<file path="src/rtl/lisa_uart_tx_arb.sv">
// Round-robin arbiter sharing one UART transmitter among NREQ byte-stream requesters.
// An owner holds the transmitter until its last byte drains or its lock times out.

module lisa_uart_tx_arb_lane (
  input  logic       own,
  input  logic       rdy_en,
  input  logic       req_valid,
  input  logic [7:0] req_data,
  output logic       req_ready,
  output logic       acc,
  output logic [7:0] data_o
);
  assign req_ready = own & rdy_en;
  assign acc       = req_ready & req_valid;
  // Masked so the top can OR all lanes into tx_d; tx_d is zero unless a write happens.
  assign data_o    = acc ? req_data : 8'h00;
endmodule

module lisa_uart_tx_arb #(
  parameter int NREQ         = 3,
  parameter int LOCK_TIMEOUT = 255,
  parameter int TO_W         = 8
) (
  input  logic                 clk,
  input  logic                 rst,
  input  logic [NREQ-1:0]      req_valid,
  input  logic [8*NREQ-1:0]    req_data,
  input  logic [NREQ-1:0]      req_last,
  output logic [NREQ-1:0]      req_ready,
  output logic [NREQ-1:0]      grant,
  output logic [7:0]           tx_d,
  output logic                 tx_wr,
  input  logic                 tx_buf_empty,
  output logic                 busy,
  output logic                 timeout_evt
);
  localparam int              PW       = $clog2(NREQ);
  localparam logic [TO_W-1:0] TO_LIM   = TO_W'(LOCK_TIMEOUT);
  localparam logic [PW-1:0]   LAST_IDX = PW'(NREQ-1);

  typedef enum logic [2:0] {IDLE, READY, HOLDOFF1, HOLDOFF2, WAIT_EMPTY} state_t;

  state_t              state_q, state_d;
  logic [NREQ-1:0]     grant_q, grant_d;
  logic [PW-1:0]       owner_q, owner_d;
  logic [PW-1:0]       rr_ptr_q, rr_ptr_d;
  logic [TO_W-1:0]     to_cnt_q, to_cnt_d;
  logic                last_q, last_d;
  logic                tev_q, tev_d;

  logic                rdy_en;
  logic [NREQ-1:0]     lane_acc;
  logic [NREQ-1:0][7:0] lane_data;
  logic                own_valid, own_last;
  logic [PW-1:0]       next_ptr;
  logic                pick_found;
  logic [PW-1:0]       pick_idx;
  logic [TO_W-1:0]     to_inc;

  assign rdy_en = (state_q == READY) & tx_buf_empty;

  for (genvar i = 0; i < NREQ; i++) begin : g_lane
    lisa_uart_tx_arb_lane u_lane (
      .own       (grant_q[i]),
      .rdy_en    (rdy_en),
      .req_valid (req_valid[i]),
      .req_data  (req_data[8*i +: 8]),
      .req_ready (req_ready[i]),
      .acc       (lane_acc[i]),
      .data_o    (lane_data[i])
    );
  end

  always_comb begin
    tx_d = '0;
    for (int i = 0; i < NREQ; i++) tx_d = tx_d | lane_data[i];
  end

  assign tx_wr       = |lane_acc;
  assign grant       = grant_q;
  assign busy        = |grant_q;
  assign timeout_evt = tev_q;
  assign own_valid   = req_valid[owner_q];
  assign own_last    = req_last[owner_q];
  assign next_ptr    = (owner_q == LAST_IDX) ? '0 : owner_q + 1'b1;
  assign to_inc      = to_cnt_q + 1'b1;

  // First valid requester at or after rr_ptr, wrapping modulo NREQ.
  always_comb begin
    int            idx;
    logic [PW-1:0] cand;
    idx        = 0;
    cand       = '0;
    pick_found = 1'b0;
    pick_idx   = '0;
    for (int k = 0; k < NREQ; k++) begin
      idx = int'(rr_ptr_q) + k;
      if (idx >= NREQ) idx = idx - NREQ;
      cand = PW'(idx);
      if (!pick_found && req_valid[cand]) begin
        pick_found = 1'b1;
        pick_idx   = cand;
      end
    end
  end

  always_comb begin
    state_d  = state_q;
    grant_d  = grant_q;
    owner_d  = owner_q;
    rr_ptr_d = rr_ptr_q;
    to_cnt_d = to_cnt_q;
    last_d   = last_q;
    tev_d    = 1'b0;
    unique case (state_q)
      IDLE: begin
        if (pick_found) begin
          grant_d  = NREQ'(1) << pick_idx;
          owner_d  = pick_idx;
          to_cnt_d = '0;
          state_d  = READY;
        end
      end
      READY: begin
        if (tx_wr) begin
          last_d   = own_last;
          to_cnt_d = '0;
          state_d  = HOLDOFF1;
        end else if (!own_valid) begin
          // Only an absent owner burns lock time; a stalled UART does not.
          to_cnt_d = to_inc;
          if (LOCK_TIMEOUT != 0 && to_inc == TO_LIM) begin
            grant_d  = '0;
            rr_ptr_d = next_ptr;
            to_cnt_d = '0;
            tev_d    = 1'b1;
            state_d  = IDLE;
          end
        end
      end
      HOLDOFF1: state_d = HOLDOFF2;
      HOLDOFF2: state_d = WAIT_EMPTY;
      WAIT_EMPTY: begin
        if (tx_buf_empty) begin
          if (last_q) begin
            grant_d  = '0;
            rr_ptr_d = next_ptr;
            state_d  = IDLE;
          end else begin
            to_cnt_d = '0;
            state_d  = READY;
          end
        end
      end
      default: state_d = IDLE;
    endcase
  end

  always_ff @(posedge clk or posedge rst) begin
    if (rst) begin
      state_q  <= IDLE;
      grant_q  <= '0;
      owner_q  <= '0;
      rr_ptr_q <= '0;
      to_cnt_q <= '0;
      last_q   <= 1'b0;
      tev_q    <= 1'b0;
    end else begin
      state_q  <= state_d;
      grant_q  <= grant_d;
      owner_q  <= owner_d;
      rr_ptr_q <= rr_ptr_d;
      to_cnt_q <= to_cnt_d;
      last_q   <= last_d;
      tev_q    <= tev_d;
    end
  end
endmodule

</file>
<file path="config.mk">
export PLATFORM = sky130hd
export DESIGN_NAME = lisa_uart_tx_arb
export DESIGN_NICKNAME = d
export VERILOG_FILES = /design/src/rtl/lisa_uart_tx_arb.sv
export SDC_FILE = /design/constraint.sdc
export NUM_CORES = 1
export LEC_CHECK = 0
export CORE_ASPECT_RATIO = 0.7
export CORE_MARGIN = 2
export CORE_UTILIZATION = 35
export DETAILED_ROUTE_END_ITERATION = 6
export GPL_ROUTABILITY_DRIVEN = 0
export HOLD_SLACK_MARGIN = 0.03
export PLACE_DENSITY = 0.59
export SKIP_CTS_REPAIR_TIMING = 1
export SLEW_MARGIN = 5
export SYNTH_ARGS = -nofsm -noshare
export SYNTH_HDL_FRONTEND = slang
export SYNTH_HIERARCHICAL = 1
export SYNTH_SLANG_ARGS = --single-unit
</file>
<file path="constraint.sdc">
create_clock -name clk -period 3 [get_ports clk]
set_clock_uncertainty 0.15 [all_clocks]
set_input_delay 0.45 -clock clk [delete_from_list [all_inputs] [get_ports clk]]
set_output_delay 0.45 -clock clk [all_outputs]
set_load 0.05 [all_outputs]
</file>
==> summary.md <==
| Metric | Value |
|---|---|
| Die X | 87.4 um |
| Total Power | 0.00199 W |
| Initial DRC count | 94 |
| CTS HTree Levels | 1 |
| Rel. slew slack | 47.9% |
| Layout cells sized above 1 | 15.8% |
| Max-cap viol count | 0 |
| Clk_lat worst skew | 0.25 ns |
| Synthesized instance count | 199 |
| Initial antenna violation count | 0 |
| Vias in the first global route | 1590 |
| Ys Warns | 6 |
| Crit-path slowest cell | clkdlybuf4s50_1 |
| Initial Util | 36.1% |
| WP buf/inv | 3 |
| DR pass1 iterations | 4 |
| CP endpoint kind | output port |
| Antenna viol nets, final | 0 |
| GRT Residual Overflow | 0 |
| Setup violations, final | 0 |
| Hold Crit Endpoint | to_cnt_q[7] |
| Sum Neg Setup Slack | 0 ns |
| Largest net degree at the start of global routing | 21 |
| Routed vias | 1730 |
| RSZ-0062 raised after global routing | false |
| Rows | 21 |
| Capturing point of the worst reg2reg path | to_cnt_q[3] |
| Pwr per Cell Area | 810 nW/um^2 |
| P_leak | 1.13 nW |
| Top FF cell, synth | dfrtp_1 |
| Multi-input gate area | 1140 sq um |
| Drt drc | 0 |
| Worst Reg-to-Reg Cells | 8 |
| Crit-path leading delay family | buffers and inverters |
| CP max FO | 20 |
| WS Path Type | primary input to output port |
| Worst Hold Class | flip-flop to flip-flop |
| Clock sink total | 20 |
| Root Buffer Master | clkbuf_8 |
| Die ar. | 5460 sq um |
| WP data required | 2.40 ns |
| TritonCTS clock tree | yes |
| Hold depth | 1 |
| Worst Tran Pin Value | 0.780 ns |
| Final WL | 4900 um |
| I/O Buffers | 49 |
| Most frequent cells in the layout | 37 x clkdlybuf4s50_1, 24 x and4_1, 20 x dfrtp_1 |
| Global Route Usage Sum | 18.1% |
| Min Tclk post-route | 2.68 ns |
| WL/cell | 15.8 um |
| Register area | 500 sq um |
| Hold Crit Start | to_cnt_q[7] |
| Library cells used by synthesis | 47 |
| Critical path cell sequence | clkdlybuf4s50_1 -> and2_1 -> buf_4 -> and4_1 -> or3_1 -> buf_12 |
| Post-synth EDFFs | 0 |
| Synth Cell Area | 1710 sq um |
| Ys async rst share | 100% |
| CP Data Arrival Time | 2.08 ns |
| Drt via density | 5.58 |
| Final hold vios | 0 |
| Most common cell after layout, fill and taps aside | clkdlybuf4s50_1 |
| FMAX | 373 MHz |
| Fill cells | 458 |
| Diode count | 0 |
| Global-route wire length before repair | 7940 um |
| Dpl ws | 0.130 ns |
| CTS Buf Count | 3 |
| Slowest cell delay on critical path | 0.46 ns |
| Worst-path clk slew | 0.07 ns |
| Peak supply drop | 0.372 mV |
| P&R area growth vs syn | 43.9% |
| Nets | 294 |
| Worst setup SP type | primary input |
| Final core utilization | 51.9% |
| Status | complete, no violations |
| Final Slew Violations | 0 |
| I/O pin count | 50 |
| Die Y | 62.4 um |
| Core Region | 4730 sq um |
| Final worst slack | 0.316 ns |
| Final HPWL DP | 3680 um |
| R2R Path Start | rr_ptr_q[1] |
| Synth Register Bits | 20 |
| Clock Path Buffers | 2 |
| Flop2flop setup slack | 0.51 ns |
| Register area share after synthesis | 29.3% |
| Crit share post-route | 89.5% |
| Syn Area/Cell | 8.57 sq um |
| Post-synth net total | 238 |
==> cell usage after synthesis (2+ instances only) <==
cell	n	area, sq um
and4_1	24	210
dfrtp_1	20	500
a21oi_1	15	75.1
nand2_1	13	48.8
nor2_1	13	48.8
a21o_1	10	75.1
inv_1	10	37.5
or3_1	10	62.6
ha_1	6	75.1
o21ai_0	6	30.0
clkbuf_1	5	18.8
mux2i_1	5	50.1
nand2b_1	4	25.0
or2_2	4	25.0
a22o_1	3	26.3
a31oi_1	3	18.8
and2_2	3	22.5
and3_1	3	18.8
and3_2	3	22.5
nor2b_1	3	18.8
a211o_1	2	17.5
buf_2	2	10.0
mux2_1	2	22.5
nand3_1	2	10.0
nand3b_1	2	15.0
nor3_1	2	10.0
o21a_1	2	15.0
o22ai_1	2	12.5
o2bb2ai_1	2	17.5
==> sequential cells by signal (all words and copies together) (netlist names) <==
register / count
grant: 3
timeout_evt: 1
rr_ptr_q: 2
last_q: 1
to_cnt_q: 8
owner_q: 2
state_q: 3
==> cell families after synthesis <==
kind of cell             Yosys count  share of synthesized area, %
flip-flops                        20                          29.3
multiplexers                       7                          4.26
buffers and inverters             17                          3.89
XOR/XNOR                           1                         0.514
adder cells (fa/ha/maj)            6                          4.40
AO/OA/AOI/OAI                     54                          22.0
AND/OR/NAND/NOR                   94                          35.6
==> power breakdown <==
part	switching, W	internal, W
combinational	0.000745	0.000562
sequential	0.000153	0.000354
clock	0.0000840	0.0000893
==> worst register-to-register path, delay by kind of cell (launching register included) <==
kind	cells	cell delay [ns]
buffers and inverters	1	0.08
AOI/OAI and AO/OA	5	1.21
DFF	1	0.41
adders and majority gates	1	0.27
and+or+nand+nor	1	0.32
==> how the worst max path moves through the flow <==
stage	start	to	slack (ns)	cells after the start
3_5_place_dp	req_valid[2]	to_cnt_q[3]	0.13	7
4_1_cts	tx_buf_empty	tx_d[7]	0.32	6
5_1_grt	req_valid[2]	to_cnt_q[1]	0.25	7
6_report	tx_buf_empty	tx_d[7]	0.32	6
3_3_place_gp	req_valid[2]	to_cnt_q[3]	0.20	7
2_1_floorplan	state_q[1]	to_cnt_q[3]	0.31	10
==> through the flow <==
step | cell area [sq um] | hold slack (ns) | instances
5_1_grt | 2450 | 0.409 | 310
2_1_floorplan | 1710 | 0.264 | 199
4_1_cts | 2450 | 0.384 | 310
3_5_place_dp | 2410 | 0.368 | 307
6_report | 2450 | 0.386 | 310
3_3_place_gp | 2410 | 0.350 | 307
==> cell type report <==
class                   count  share of cell area, %
flip-flops and latches     20                   20.4
well taps                  57                   2.91
repair buffers             58                   27.1
multi-input cells         162                   46.4
inverters                  10                   1.53
clock buffers               3                   1.68
==> metal layers <==
metal	track usage [%]	part of all wire, %
met1	30.9	55
met2	23.5	39
met3	3.57	6.3
met4	1.73	0
met5	0	0
Note: power is estimated with default switching activity, not from simulation.
